File: src/rtl/spi_master_multi.sv
// SPI master with per-transfer CPOL/CPHA, configurable word width, divider and chip selects.
// All outputs are registered; MISO is sampled on the same clk edge that launches the SCK edge.
module spi_master_multi #(
   parameter int unsigned clk_div = 4,
   parameter int unsigned data_w  = 8,
   parameter int unsigned num_cs  = 2,
   parameter int unsigned cs_w    = (num_cs > 1) ? $clog2(num_cs) : 1
) (
   input  logic              clk,
   input  logic              rst,
   input  logic              start,
   input  logic              cpol,
   input  logic              cpha,
   input  logic [cs_w-1:0]   cs_sel,
   input  logic [data_w-1:0] tx_data,
   output logic              busy,
   output logic              done,
   output logic [data_w-1:0] rx_data,
   output logic              spi_clk,
   output logic              spi_mosi,
   input  logic              spi_miso,
   output logic [num_cs-1:0] spi_cs_n
);

   localparam int unsigned DivW  = (clk_div > 1) ? $clog2(clk_div) : 1;
   localparam int unsigned EdgeW = $clog2(2 * data_w + 1);

   typedef enum logic [1:0] {StIdle, StSetup, StShift, StHold} state_t;

   state_t             state_q, state_d;
   logic [DivW-1:0]    div_cnt_q, div_cnt_d;
   logic [EdgeW-1:0]   edge_cnt_q, edge_cnt_d;
   logic [data_w-1:0]  tx_sh_q, tx_sh_d;
   logic [data_w-1:0]  rx_sh_q, rx_sh_d;
   logic               cpha_q, cpha_d;
   logic               busy_d, done_d, sclk_d, mosi_d;
   logic [data_w-1:0]  rx_data_d;
   logic [num_cs-1:0]  cs_n_d;

   logic tick, last_half, edge_now, leading, sample, shift;

   assign tick      = (div_cnt_q == DivW'(clk_div - 1));
   assign last_half = (edge_cnt_q == EdgeW'(2 * data_w));
   // edge_cnt_q counts edges already issued, so the pending edge is odd (leading) when it is even
   assign edge_now  = tick && ((state_q == StSetup) || ((state_q == StShift) && !last_half));
   assign leading   = ~edge_cnt_q[0];
   assign sample    = edge_now && (leading != cpha_q);
   assign shift     = edge_now && !sample && (edge_cnt_q != EdgeW'(2 * data_w - 1));

   always_ff @(posedge clk) begin
      if (rst) state_q <= StIdle;
      else     state_q <= state_d;
   end

   always_comb begin
      state_d = state_q;
      case (state_q)
         StIdle:  if (start) state_d = StSetup;
         StSetup: if (tick) state_d = StShift;
         StShift: if (tick && last_half) state_d = StHold;
         StHold:  if (tick) state_d = StIdle;
         default: state_d = StIdle;
      endcase
   end

   always_comb begin
      div_cnt_d  = div_cnt_q;
      edge_cnt_d = edge_cnt_q;
      tx_sh_d    = tx_sh_q;
      rx_sh_d    = rx_sh_q;
      cpha_d     = cpha_q;
      busy_d     = busy;
      done_d     = 1'b0;
      rx_data_d  = rx_data;
      sclk_d     = spi_clk;
      mosi_d     = spi_mosi;
      cs_n_d     = spi_cs_n;
      if (state_q == StIdle) begin
         div_cnt_d  = '0;
         edge_cnt_d = '0;
         if (start) begin
            cpha_d  = cpha;
            sclk_d  = cpol;
            busy_d  = 1'b1;
            rx_sh_d = '0;
            // CPHA=0 presents the MSB now, so the shifter starts one bit ahead
            tx_sh_d = cpha ? tx_data : (tx_data << 1);
            mosi_d  = cpha ? 1'b0 : tx_data[data_w-1];
            for (int unsigned i = 0; i < num_cs; i++) begin
               cs_n_d[i] = (cs_sel != cs_w'(i));
            end
         end
      end else begin
         div_cnt_d = tick ? '0 : div_cnt_q + DivW'(1);
         if (edge_now) begin
            edge_cnt_d = edge_cnt_q + EdgeW'(1);
            sclk_d     = ~spi_clk;
         end
         if (sample) rx_sh_d = {rx_sh_q[data_w-2:0], spi_miso};
         if (shift) begin
            mosi_d  = tx_sh_q[data_w-1];
            tx_sh_d = tx_sh_q << 1;
         end
         if ((state_q == StHold) && tick) begin
            busy_d    = 1'b0;
            done_d    = 1'b1;
            cs_n_d    = '1;
            rx_data_d = rx_sh_q;
            mosi_d    = 1'b0;
         end
      end
   end

   always_ff @(posedge clk) begin
      if (rst) begin
         div_cnt_q  <= '0;
         edge_cnt_q <= '0;
         tx_sh_q    <= '0;
         rx_sh_q    <= '0;
         cpha_q     <= 1'b0;
         busy       <= 1'b0;
         done       <= 1'b0;
         rx_data    <= '0;
         spi_clk    <= 1'b0;
         spi_mosi   <= 1'b0;
         spi_cs_n   <= '1;
      end else begin
         div_cnt_q  <= div_cnt_d;
         edge_cnt_q <= edge_cnt_d;
         tx_sh_q    <= tx_sh_d;
         rx_sh_q    <= rx_sh_d;
         cpha_q     <= cpha_d;
         busy       <= busy_d;
         done       <= done_d;
         rx_data    <= rx_data_d;
         spi_clk    <= sclk_d;
         spi_mosi   <= mosi_d;
         spi_cs_n   <= cs_n_d;
      end
   end

endmodule

File: config.mk
export PLATFORM = sky130hd
export DESIGN_NAME = spi_master_multi
export DESIGN_NICKNAME = d
export VERILOG_FILES = /design/src/rtl/spi_master_multi.sv
export SDC_FILE = /design/constraint.sdc
export NUM_CORES = 1
export LEC_CHECK = 0
export ABC_CLOCK_PERIOD_IN_PS = 2100
export BUFFER_PORTS_ARGS = -buffer_cell sky130_fd_sc_hd__buf_2
export CAP_MARGIN = 20
export CORE_MARGIN = 4
export CORE_UTILIZATION = 51
export CTS_CLUSTER_SIZE = 30
export DETAILED_ROUTE_END_ITERATION = 12
export HOLD_SLACK_MARGIN = 0.15
export PLACE_DENSITY = 0.83
export SETUP_SLACK_MARGIN = 0.4
export SLEW_MARGIN = 20
export SYNTH_ARGS = -nofsm -noshare
export SYNTH_HDL_FRONTEND = slang
export SYNTH_SLANG_ARGS = --single-unit
export TNS_END_PERCENT = 30
File: constraint.sdc
create_clock -name clk -period 2.1 [get_ports clk]
set_input_delay 0.21 -clock clk [delete_from_list [all_inputs] [get_ports clk]]
set_output_delay 0.21 -clock clk [all_outputs]
set_load 0.05 [all_outputs]
Word level (Yosys, flattened, before mapping):

Index checks and enable logic that the tools add are counted.

* equal/unequal tests: 11
* mux-type cells: 27
* reductions and logical operators: 26
* bitwise logic cells: 4
* $add $sub $neg: 2

Operators by type and width (count)
* $mux 8: 7
* $mux 2: 7
* $reduce_and 2->1: 7
* $mux 1: 12
* $pmux 2 s4: 1
* $reduce_bool 2->1: 4
* $logic_and 1x1->1: 7
* $eq 2x2->1 const B: 3
* $ne 2x2->1 const B: 3
* $add 5x1->5 const B: 1
* $eq 5x5->1 const B: 1
* $ne 5x4->1 const B: 1
* $not 1->1: 4
* $reduce_and 4->1: 1
* $reduce_bool 3->1: 1
* $reduce_or 3->1: 1
* $add 2x1->2 const B: 1
* $eq 2x1->1 const B: 1
* $logic_not 1->1: 2
* $logic_not 2->1: 1
* $ne 2x1->1 const B: 1
* $reduce_or 2->1: 1
* $logic_or 1x1->1: 1
* $ne 1x1->1: 1

* output and inout port bits: 14
* input port bits: 15
* register bits: 40

Logic depth before layout (Yosys ltp):

* depth after elaboration: 12
* depth in mapped cells: 8

Least setup slack after synthesis:

Ideal clock, no wire load.

* kind: register to register
* start point: register edge_cnt_q[0]
* end point: register spi_mosi
* clock period less this slack: 2.024 ns
* path slack: 0.076 ns
* setup time: 0.072 ns
* stages on the path, launching flop included: 9
* data arrival time: 1.952 ns
* cell sequence: dfxtp_1 ha_1 and3_1 ha_1 or3b_4 nand2b_4 buf_6 o211ai_2 mux2i_1

* cells in the longest elaborated chain, start to end: 11
* elaborated cells between the ends (all ways): 14
* those cells by class: eq/ne: 3; bitwise: 1; reduce/logical: 10

RTL lines
* from (decl): line 32 `logic [EdgeW-1:0] edge_cnt_q, edge_cnt_d;`
* from (signal assigned): line 129 `edge_cnt_q <= edge_cnt_d;`
* $eq 5x5->1: line 43 `assign last_half = (edge_cnt_q == EdgeW'(2 * data_w));`
* $logic_not 1->1: line 45 `assign edge_now = tick && ((state_q == StSetup) || ((state_q == StShift) && !last_half));`
* $logic_and 1x1->1: line 45
* $logic_or 1x1->1: line 45
* $logic_and 1x1->1: line 45
* $logic_and 1x1->1: line 47 `assign sample = edge_now && (leading != cpha_q);`
* $logic_not 1->1: line 48 `assign shift = edge_now && !sample && (edge_cnt_q != EdgeW'(2 * data_w - 1));`
* $logic_and 1x1->1: line 48
* $logic_and 1x1->1 (*): line 48
* $reduce_bool 3->1 (no source line) (*)
* $reduce_and 2->1 (no source line) (*)
* to (signal assigned): line 137 `spi_mosi <= mosi_d;`
* to (decl): line 20 `output logic spi_mosi,`

Mark *: on every way between the ends. The rest lies on a longest branch, timed or not.
A chain may end at the register's enable or synchronous reset.

Worst setup path in the final report:

Ends and elaborated chain as after synthesis.

==> impl_metrics.ini <==
[logic_synthesis]
avgSynthCellArea_sq_um = 8.970
ys_seq_area_share_pct = 39.68
synth_area_sq_um = 2018
synth_seq_cells = 40
ys.warnings.count = 0
ys_types = 45
synth_nets = 248
synthCells = 225

[place]
gp_congestion = 0.8148
place_hpwl_mm = 3.126
io_buffers = 28

[timing]
fin_crit_ps = 1909
maxSlewHeadroom_pct = 67.57
clock.fmax_ghz = 0.5237
finalHoldViolCount = 0
min_period_over_period_pct = 90.93
tightest_slew_ps = 486.0
fin_setup_tns_ps = 0
rsz0062_at_grt = true
worst_clock_skew_ps = 10.24
slew_viol_final = 0
finalSetupViolCount = 0

[setup_path]
crit_slowest_cell = or3b_4
critPathCaptureType = flop
crit_path_max_incr_delay_ps = 400
cpMostUsedCell = ha_4
cp_max_fo = 5
path_cells = ha_4 -> and3_4 -> ha_4 -> or3b_4 -> nand2b_4 -> o211ai_2 -> mux2i_1
cp.arrival_ps = 2140
start_kind = flop
critical_path_class = reg -> reg
cp.required_ps = 2330
path_buf_inv = 0
critPathTopFamily = simple AND/OR/NAND/NOR gates

[floorplanning]
die_area_sq_um = 5028
fp.dieH_um = 70.91
start_util_pct = 53.91
core_region_area_sq_um = 3744
ios = 29
rows = 22
fp.dieW_um = 70.91

[finish]
fillers = 301
utilization_pct = 67.08
drive_gt1_share_pct = 32.09
synthToLayoutAreaGrowth_pct = 24.43
diodes = 0
finalNetCount = 290

[clock_network]
cts_sinks = 40
cts_made_buffers = 5
htreeDepth = 2
clk_pin_slew_worst_paths_ps = 80
cts_root_buffer = clkbuf_8
cts_tree = done
insertion_delay_ps = 300
cts_max_path_buffers = 2

[flow_run]
drv_cap = 0

[route]
vias = 1796
ant_nets = 0
routed_via_density = 5.684
finalWirelength_mm = 4.686
wire_per_inst_um = 14.83
dr.pass1.iters = 5
drt_iter0_markers = 107
drcViolationCount = 0

[global_routing]
antenna_found_initial = 0
grt_pass1_wl_mm = 7.362
overflow = 0
grt_max_degree = 26
grt_pass1_vias = 1664
grt_usage_pct = 17.90

[power]
power_per_cell_area_nw_per_um2 = 1173
ir_drop_mv = 0.6145
p_leak_nw = 1.032

[outcome]
status = complete, no violations

[hold_path]
holdCritPathClass = in -> reg
synth_stat cells (all sizes together):
library cell	count	share of area, %
dfxtp	40	40
nand2	31	5.8
a21oi	28	6.9
nor2	15	2.9
o21ai	11	2.9
inv	10	1.9
mux2i	10	5.0
o211ai	9	3.6
a2bb2oi	8	3.5
clkbuf	8	1.5
ha	8	5.0
buf	6	2.4
nor3	6	1.5
nand3	5	1.2
nand2b	3	1.4
and3	2	0.62
nand3b	2	0.74
o311ai	2	1.7
o41ai	2	1.8
or2	2	0.62
a211oi	1	0.37
a21boi	1	0.37
a21o	1	0.37
a311oi	1	0.43
a31oi	1	0.31
a41o	1	0.50
and2	1	0.31
and4bb	1	0.81
nor4	1	1.1
o21a	1	0.74
o221ai	1	0.43
o311a	1	0.50
o31ai	1	1.1
or3	1	0.31
or3b	1	0.56
xnor2	1	0.43
xor2	1	0.81
state kept, by name, summed over array words and instances, names as in the netlist, 2 cells and up:
name,count
rx_data,8
div_cnt_q,2
tx_sh_q,8
spi_cs_n,2
state_q,2
rx_sh_q,8
edge_cnt_q,5
layout make-up:
type	instances	area, sq um	area share, %
clock buffer	7	107.6	4.285
clock inverter	1	8.758	0.3488
inverter	10	37.54	1.495
multi-input combinational	162	1185	47.18
sequential	40	808.3	32.19
tap	48	60.06	2.392
timing repair buffer	48	304.0	12.11
cell families (layout without fill, tap and decap cells):
group | after synthesis | in the layout | share of synthesized area, %
simple gates | 71 | 72 | 17.86
compound gates | 70 | 70 | 25.54
flops | 40 | 40 | 39.68
buf+inv | 24 | 66 | 5.766
mux | 10 | 10 | 4.960
fa+ha+maj | 8 | 8 | 4.960
xor+xnor | 2 | 2 | 1.240
power breakdown:
group,internal (mW),switching (mW)
logic,0.551,0.765
clock network,0.341,0.278
registers,0.908,0.104
total,1.80,1.15
per-stage QoR:
stage | setup WS (ps) | hold slack, ps | power [mW] | area [sq um] | cells
3_3_place_gp | 214.8 | 418.6 | 2.132 | 2218 | 293
6_report | 190.5 | 195.2 | 2.946 | 2511 | 316
3_5_place_dp | 147.5 | 439.9 | 2.152 | 2218 | 293
2_1_floorplan | 215.3 | 345.2 | 1.935 | 2052 | 225
4_1_cts | 188.0 | 198.3 | 2.766 | 2384 | 307
5_1_grt | 117.8 | 206.4 | 3.125 | 2511 | 316
placed cells by master, fill, tap and decap left out, types with 2 or more instances in the layout:
cell type  count
dfxtp_1       38
nand2_1       31
buf_2         28
a21oi_1       27
buf_4         16
nor2_1        14
inv_1         10
mux2i_1       10
o211ai_1       8
a2bb2oi_1      6
nor3_1         6
o21ai_2        6
clkbuf_8       6
nand3_1        5
o21ai_0        4
ha_1           4
buf_6          3
nand2b_4       2
a2bb2oi_2      2
or2_2          2
nand3b_1       2
ha_2           2
ha_4           2
dfxtp_4        2
tightest hold or removal path, stage by stage:
cell	delay [ps]
buf_2	70
nor2_1	40
o21ai_0	130
metal layers:
metal  GRT usage [%]  wire, um  up-vias
met5               0         0        -
met2           30.48      2290       56
met4           6.889       106        0
li1                -         -      883
met1           21.94      2080      843
met3           3.977       209       14
repair_timing:
item | in CTS | in global routing
pin swaps | 13 | 16
endpoints found under the setup margin | 27 | 31
buffers inserted | 5 | 8
endpoints found under the hold margin | 1 | 0
gates resized for setup | 5 | 18
hold buffers | 1 | 0
cloned | 0 | 1
path summary, 6_finish.rpt:
kind / to / slack (ps) / cells after the start / start
setup / recovery: spi_mosi$_SDFFE_PP0P_ / 190 / 7 / edge_cnt_q[0]$_SDFFE_PP0P_
hold / removal: spi_cs_n[0]$_SDFFE_PP1P_ / 200 / 3 / cs_sel
setup reg to reg: spi_mosi$_SDFFE_PP0P_ / 190 / 7 / edge_cnt_q[0]$_SDFFE_PP0P_
hold reg to reg: div_cnt_q[0]$_SDFF_PP0_ / 450 / 1 / div_cnt_q[0]$_SDFF_PP0_
Power figures use the tool's default switching activity.
